`config.mk`:
```
export PLATFORM = sky130hd
export DESIGN_NAME = check_scoreboard
export DESIGN_NICKNAME = d
export VERILOG_FILES = /design/src/rtl/check_scoreboard.sv
export SDC_FILE = /design/constraint.sdc
export NUM_CORES = 1
export LEC_CHECK = 0
export ABC_CLOCK_PERIOD_IN_PS = 3700
export CAP_MARGIN = 0
export CORE_MARGIN = 5
export CORE_UTILIZATION = 50
export DETAILED_ROUTE_END_ITERATION = 10
export PLACE_DENSITY = 0.77
export SLEW_MARGIN = 15
export SYNTH_ARGS = -nofsm -noshare
export SYNTH_HDL_FRONTEND = slang
export SYNTH_SLANG_ARGS = --single-unit
```
`constraint.sdc`:
```
create_clock -name clk -period 3.7 [get_ports clk]
set_clock_uncertainty 0.15 [all_clocks]
set_input_delay 0.925 -clock clk [delete_from_list [all_inputs] [get_ports clk]]
set_output_delay 0.925 -clock clk [all_outputs]
set_load 0.005 [all_outputs]
```
`src/rtl/check_scoreboard.sv`:
```
// check_scoreboard: streaming result checker. Expected values queue in a small
// FIFO; each observed result is compared against the oldest expected value
// after extending both to a common width. Tracks check/mismatch counts, keeps
// the first failure, and ends in STOPPED (error limit) or FINISHED (end of test).
module check_scoreboard #(
  parameter int GOT_W   = 1,
  parameter int EXP_W   = 2,
  parameter int SIGNED  = 1,
  parameter int DEPTH   = 4,
  parameter int MAX_ERR = 1,
  localparam int W      = (GOT_W > EXP_W) ? GOT_W : EXP_W
) (
  input  logic             clk,
  input  logic             rst,
  input  logic             exp_valid,
  output logic             exp_ready,
  input  logic [EXP_W-1:0] exp_data,
  input  logic             got_valid,
  output logic             got_ready,
  input  logic [GOT_W-1:0] got_data,
  input  logic             end_req,
  output logic [15:0]      chk_count,
  output logic [15:0]      err_count,
  output logic [15:0]      first_err_idx,
  output logic [W-1:0]     first_got,
  output logic [W-1:0]     first_exp,
  output logic             mismatch,
  output logic             stop_req,
  output logic             finished,
  output logic             pass
);

  localparam int AW = $clog2(DEPTH);
  localparam logic [AW:0] PTR_ONE = 1;

  typedef enum logic [1:0] {ST_RUN, ST_STOPPED, ST_FINISHED} state_t;

  state_t           state_q, state_d;
  logic [AW:0]      wptr_q, wptr_d;
  logic [AW:0]      rptr_q, rptr_d;
  logic             end_pend_q, end_pend_d;
  logic [15:0]      chk_count_q, chk_count_d;
  logic [15:0]      err_count_q, err_count_d;
  logic [15:0]      first_err_idx_q, first_err_idx_d;
  logic [W-1:0]     first_got_q, first_got_d;
  logic [W-1:0]     first_exp_q, first_exp_d;
  logic             mismatch_q, mismatch_d;
  logic             pass_q, pass_d;

  logic [EXP_W-1:0] mem [DEPTH];

  logic             running;
  logic             empty;
  logic             full;
  logic             push;
  logic             hs;
  logic [EXP_W-1:0] head;
  logic [W-1:0]     got_ext;
  logic [W-1:0]     exp_ext;
  logic             is_mis;

  // The extra pointer MSB separates full (MSBs differ) from empty (equal).
  assign running   = (state_q == ST_RUN);
  assign empty     = (wptr_q == rptr_q);
  assign full      = (wptr_q[AW] != rptr_q[AW]) &&
                     (wptr_q[AW-1:0] == rptr_q[AW-1:0]);
  assign exp_ready = running && !full;
  assign got_ready = running && !empty;
  assign push      = exp_valid && exp_ready;
  assign hs        = got_valid && got_ready;
  assign head      = mem[rptr_q[AW-1:0]];

  // Extend both operands to W; case inequality makes X/Z on got a mismatch.
  always_comb begin
    if (SIGNED != 0) begin
      got_ext = W'($signed(got_data));
      exp_ext = W'($signed(head));
    end else begin
      got_ext = W'(got_data);
      exp_ext = W'(head);
    end
    is_mis = (got_ext !== exp_ext);
  end

  // Next-state logic for pointers, counters, first-failure capture and FSM.
  always_comb begin
    state_d         = state_q;
    wptr_d          = wptr_q;
    rptr_d          = rptr_q;
    end_pend_d      = end_pend_q;
    chk_count_d     = chk_count_q;
    err_count_d     = err_count_q;
    first_err_idx_d = first_err_idx_q;
    first_got_d     = first_got_q;
    first_exp_d     = first_exp_q;
    mismatch_d      = 1'b0;

    if (push) begin
      wptr_d = wptr_q + PTR_ONE;
    end

    if (hs) begin
      rptr_d = rptr_q + PTR_ONE;
      if (chk_count_q != 16'hFFFF) begin
        chk_count_d = chk_count_q + 16'd1;
      end
      if (is_mis) begin
        mismatch_d = 1'b1;
        if (err_count_q == 16'd0) begin
          first_err_idx_d = chk_count_q;
          first_got_d     = got_ext;
          first_exp_d     = exp_ext;
        end
        if (err_count_q != 16'hFFFF) begin
          err_count_d = err_count_q + 16'd1;
        end
      end
    end

    if (running && end_req) begin
      end_pend_d = 1'b1;
    end

    // Stop on the error limit takes priority over finishing.
    if (running) begin
      if ((MAX_ERR != 0) && hs && is_mis && (err_count_d == 16'(MAX_ERR))) begin
        state_d = ST_STOPPED;
      end else if (end_pend_q && empty && !hs) begin
        state_d = ST_FINISHED;
      end
    end

    pass_d = (state_d == ST_FINISHED) && (err_count_d == 16'd0);
  end

  // Control and status registers, synchronously reset.
  always_ff @(posedge clk) begin
    if (rst) begin
      state_q         <= ST_RUN;
      wptr_q          <= '0;
      rptr_q          <= '0;
      end_pend_q      <= 1'b0;
      chk_count_q     <= '0;
      err_count_q     <= '0;
      first_err_idx_q <= '0;
      first_got_q     <= '0;
      first_exp_q     <= '0;
      mismatch_q      <= 1'b0;
      pass_q          <= 1'b0;
    end else begin
      state_q         <= state_d;
      wptr_q          <= wptr_d;
      rptr_q          <= rptr_d;
      end_pend_q      <= end_pend_d;
      chk_count_q     <= chk_count_d;
      err_count_q     <= err_count_d;
      first_err_idx_q <= first_err_idx_d;
      first_got_q     <= first_got_d;
      first_exp_q     <= first_exp_d;
      mismatch_q      <= mismatch_d;
      pass_q          <= pass_d;
    end
  end

  // Expected-value storage; contents need no reset since pointers gate access.
  always_ff @(posedge clk) begin
    if (push) begin
      mem[wptr_q[AW-1:0]] <= exp_data;
    end
  end

  assign chk_count     = chk_count_q;
  assign err_count     = err_count_q;
  assign first_err_idx = first_err_idx_q;
  assign first_got     = first_got_q;
  assign first_exp     = first_exp_q;
  assign mismatch      = mismatch_q;
  assign stop_req      = (state_q == ST_STOPPED);
  assign finished      = (state_q == ST_FINISHED);
  assign pass          = pass_q;

endmodule

```
# --- Yosys cells after proc, flatten, opt, wreduce, memory -nomap -nowiden ---
# Memory sizes are Yosys's and may differ from the RTL's. A register that Yosys moved wholly into a read port is not among the register bits.
# Index checks and enable logic that the tools add are counted.
classes:
  n_addsub: 4
  eq_ne: 10
  n_reduce_logical: 20
  mux: 11
  bitwise_logic: 1
ops:
  columns: ["cell", "count"]
  rows:
  - ["$mux W16", 3]
  - ["$add A16 B1 Y16 const B", 2]
  - ["$logic_not A16 Y1", 2]
  - ["$ne A16 B16 Y1 const B", 2]
  - ["$eq A16 B1 Y1 const B", 1]
  - ["$logic_and A1 B1 Y1", 11]
  - ["$mux W2", 5]
  - ["$add A3 B1 Y3 const B", 2]
  - ["$eq A2 B2 Y1 const B", 2]
  - ["$eq A3 B3 Y1", 1]
  - ["$logic_not A1 Y1", 3]
  - ["$mux W1", 3]
  - ["$reduce_and A3 Y1", 1]
  - ["$eq A2 B1 Y1 const B", 1]
  - ["$eq A2 B2 Y1", 1]
  - ["$logic_not A2 Y1", 1]
  - ["$nex A2 B2 Y1", 1]
  - ["$reduce_and A2 Y1", 1]
  - ["$reduce_or A2 Y1", 1]
  - ["$ne A1 B1 Y1", 1]
  - ["$not A1 Y1", 1]
word_totals:
  n_memories: 1
  ff_bits: 62
  mem_bits_rw: 8
  output_inout_bits: 58
  wordCells: 58
  in_bits: 8
mem_list:
  columns: ["memory", "words", "word_bits", "read_ports", "rd_ports_with_merged_regs", "wr", "line", "rtl"]
  rows:
  - ["mem", 4, 2, 1, 1, 1, "50", "logic [EXP_W-1:0] mem [DEPTH];"]

# --- Longest topological paths before layout ---
depth:
  depth_word: 11
  mapped_depth: 10
  depth_no_buf: 8

# --- Worst setup path before layout ---
# OpenSTA, ideal clock, no wires.
synth_path:
  path_kind: "register to register"
  from: "reg err_count_q[0], in the netlist err_count[0]"
  to: "reg state_q[0]"
  stages_incl_launch_ff: 10
  required_time_ns: 3.462
  path_buffers: 1
  setup_time_ns: 0.088
  t_arrival_ns: 2.376
  period_less_slack_ns: 2.614
  slack_ns: 1.086
  cell_sequence: "dfxtp_1 > ha_1 > and3_1 > clkbuf_1 > and2_1 > nor4b_1 > mux2_2 > o2bb2ai_1 > nand4_1 > o32ai_2"
synth_between:
  elab_chain_len: 8
synth_lines:
  columns: ["item", "line", "rtl"]
  rows:
  - ["start, declared", "43", "logic [15:0] err_count_q, err_count_d;"]
  - ["start signal, assigned", "156", "err_count_q <= err_count_d;"]
  - ["$add A16 B1 Y16 / $ne A16 B16 Y1 (equally long branches)", "115, 114", null]
  - ["$mux W16", "114", "if (err_count_q != 16'hFFFF) begin"]
  - ["$mux W16", "107", "if (is_mis) begin"]
  - ["$mux W16 *", "102", "if (hs) begin"]
  - ["$eq A16 B1 Y1 *", "126", "if ((MAX_ERR != 0) && hs && is_mis && (err_count_d == 16'(MAX_ERR))) begin"]
  - ["$logic_and A1 B1 Y1 *", "126", null]
  - ["$mux W2 *", "126", null]
  - ["$mux W2 *", "125", "if (running) begin"]
  - ["end signal, assigned", "151", "state_q <= state_d;"]
  - ["end, declared", "38", "state_t state_q, state_d;"]
# Mark *: on every way between the ends. The rest lies on a longest branch, timed or not.
# A chain may end at the register's enable or synchronous reset.

# --- Worst setup path in the final report ---
layout_path:
  from: "reg wptr_q[1]"
  to: "out exp_ready"
layout_between:
  elab_chain_len: 4
layout_lines:
  columns: ["item", "line", "rtl"]
  rows:
  - ["start, declared", "39", "logic [AW:0] wptr_q, wptr_d;"]
  - ["start signal, assigned", "152", "wptr_q <= wptr_d;"]
  - ["$eq A2 B2 Y1", "66", "(wptr_q[AW-1:0] == rptr_q[AW-1:0]);"]
  - ["$logic_and A1 B1 Y1", "65", "assign full = (wptr_q[AW] != rptr_q[AW]) &&"]
  - ["$logic_not A1 Y1", "67", "assign exp_ready = running && !full;"]
  - ["$logic_and A1 B1 Y1", "67", null]
  - ["end, declared", "16", "output logic exp_ready,"]
# Every way passes these cells.

==> flow_summary.toml <==
[drt]
dr.first_iter.drc_count = 126
vias = 2844
viasPerCell = 5.62
drcViolationCount = 0
drt_pass1_iterations = 4
ant_nets = 0
wire_per_inst_um = 16.7
routed_wl_um = 8430

[cts]
post_cts_resized = 0
clkTransAtPathRegs_ns = 0.08
clock_latency_ns = 0.35
numCtsBuffers = 9
h-tree-depth = 3
cts_setup_buffers = 0
root_buffer = "clkbuf_8"
cts_sinks = 72
cts_tree = "built"
holdBufCountCts = 0
cts_buffer_depth = 2

[power_and_ir_drop]
p_leak_nw = 1.55
power.total_mw = 2.32
ir_drop_mv = 0.345
power_density_nw_per_um2 = 533

[timing]
setup_viol = 0
finalSetupTns_ns = 0
max_clock_freq_mhz = 292
setup_ws_ns = 0.274
post-route-min-period_ns = 3.43
hold_viol = 0
worst_pin_slew_ns = 0.644
holdWs_ns = 0.348
rsz0062_at_grt = "false"
slew_headroom_pct = 56.8
fin_crit_sh_pct = 92.6
final_max_slew_viol_count = 0

[global_routing]
use_met1_pct = 23.5
grt_pass1_wl_um = 13700
grt_max_degree = 28
gr-total-overflow = 0
grt_util_met2_pct = 34.4
grt_use_total_pct = 20.2
antenna_found_initial = 0
grt.busiest_layer = "met2"
grt_pass1_vias = 2813
use_met3_pct = 5.85

[yosys]
ys_async_sr_fraction_pct = 0
yosysWarningCount = 0
synth_top_flop_cell = "dfxtp_1"
synth_top_area_share_pct = 37.3
synth_cell_type_count = 50
syn_inst = 360
syn_nets = 376
ys_seq_elements = 72
yosysSeqAreaShare_pct = 44.3
synth_area_um2 = 3430
yosys.area.top_type = "dfxtp_1"
synth_top_cells_by_area = "dfxtp_1, nor2_1, edfxtp_1, mux2i_1, xor2_1"
synth_edf_count = 8
syn_area_per_cell_um2 = 9.54

[floorplan]
die_h_um = 92.9
row_count = 30
die_x_um = 92.9
io_pins = 66
core-area_um2 = 6760
die_area_um2 = 8620
initial_utilization_pct = 50.8

[setup_path]
path_class = "reg -> out"
cp-start-kind = "flip-flop"
cp_max_fo = 6
endpoint_kind = "output pin"
cp.required_ns = 2.62
cp.arrival_ns = 2.35

[finish]
final_common_cell = "nor2_1"
layout_common_cells = "nor2_1, dfxtp_1, clkdlybuf4s50_1"
design_area_um2 = 4340
drive_above_1_share_pct = 8.22
antenna_cells = 0
syn_to_final_growth_pct = 26.4
fin_nets = 438

[worst_hold_path]
hold_path.class = "reg -> reg"

[placed_design]
dp_hpwl_um = 6070
port_buffers = 65
placedInstanceArea_um2 = 4100
gp_congestion = 0.936
pre_cts_slack_ns = 0.405

[status]
outcome = "complete, no violations"

[flow_run]
maxCapViolations = 0
cell type report:
type                       instances  area [µm²]
clock buffer                      10         138
clock inverter                     5         104
fill                             549        2420
inverter                          10        37.5
multi-input combinational        262        1780
sequential                        72        1520
tap                               80         100
timing repair buffer              67         661
synth_stat cells (2+ instances only):
library cell,n
nor4b_1,3
mux2i_1,21
xnor2_1,16
and3_1,11
a31oi_1,3
xor2_1,17
o21ba_2,2
mux2_2,2
buf_4,2
nor2_1,65
nand3_1,21
inv_1,10
ha_1,8
mux4_2,2
nor4_1,6
nand2_1,17
and4_1,3
a22oi_1,2
and2_1,6
a21o_1,2
a311o_1,2
a21oi_1,6
clkbuf_1,9
dfxtp_1,64
nand4_1,9
nor3_1,11
nor2b_1,3
or3_1,3
buf_2,3
edfxtp_1,8
o21ai_0,4
final timing paths:
path | start | end | slack, ns | depth (start not counted)
worst min register to register | first_err_idx[14]$_SDFFE_PP0P_ | first_err_idx[14]$_SDFFE_PP0P_ | 0.35 | 2
worst max-delay path | wptr_q[1]$_SDFFE_PP0P_ | exp_ready | 0.27 | 4
worst min-delay path | first_err_idx[14]$_SDFFE_PP0P_ | first_err_idx[14]$_SDFFE_PP0P_ | 0.35 | 2
worst max register to register | err_count[0]$_SDFF_PP0_ | state_q[0]$_SDFF_PP0_ | 0.51 | 8
worst max-delay path, stage by stage, from the launching register on:
cell	delay (ns)
dfxtp_1	0.43
xor2_1	0.39
nor2_1	0.10
a21boi_0	0.48
clkdlybuf4s50_1	0.61
where the power goes:
| part | internal (mW) | leakage (nW) | total (mW) | switching (mW) |
|---|---|---|---|---|
| registers | 0.862 | 0.590 | 0.925 | 0.0631 |
| logic | 0.291 | 0.834 | 0.631 | 0.340 |
| clock network | 0.464 | 0.123 | 0.759 | 0.295 |
| total | 1.62 | 1.55 | 2.32 | 0.698 |
kinds of logic (layout without fill, tap and decap cells):
| kind of cell | Yosys count | after routing | share of synthesized area (%) |
|---|---|---|---|
| compound gates | 30 | 30 | 7.51 |
| xor+xnor | 33 | 33 | 8.42 |
| fa+ha+maj | 8 | 8 | 2.92 |
| buf+inv | 26 | 92 | 3.86 |
| flops | 72 | 72 | 44.3 |
| mux | 25 | 25 | 8.09 |
| simple gates | 166 | 166 | 24.9 |
metrics by stage:
step,std cells,util [%]
2_1_floorplan,360,-
3_3_place_gp,491,60.7
3_5_place_dp,491,60.7
4_1_cts,506,64.2
5_1_grt,506,64.2
6_report,506,64.2
state kept, by name, indices dropped and copies added, names as in the netlist, named ones only:
signal / flops
chk_count: 16
end_pend_q: 1
err_count: 16
first_err_idx: 16
first_exp: 2
first_got: 1
mem: 8
mismatch: 1
pass: 1
rptr_q: 3
state_q: 2
wptr_q: 3
per-layer routing:
layer | wire, µm | vias up
li1 | - | 1381
met1 | 3450 | 1331
met2 | 4190 | 104
met3 | 525 | 28
met4 | 265 | 0
met5 | 0 | -
No activity file was read; power rests on OpenSTA's default activity.
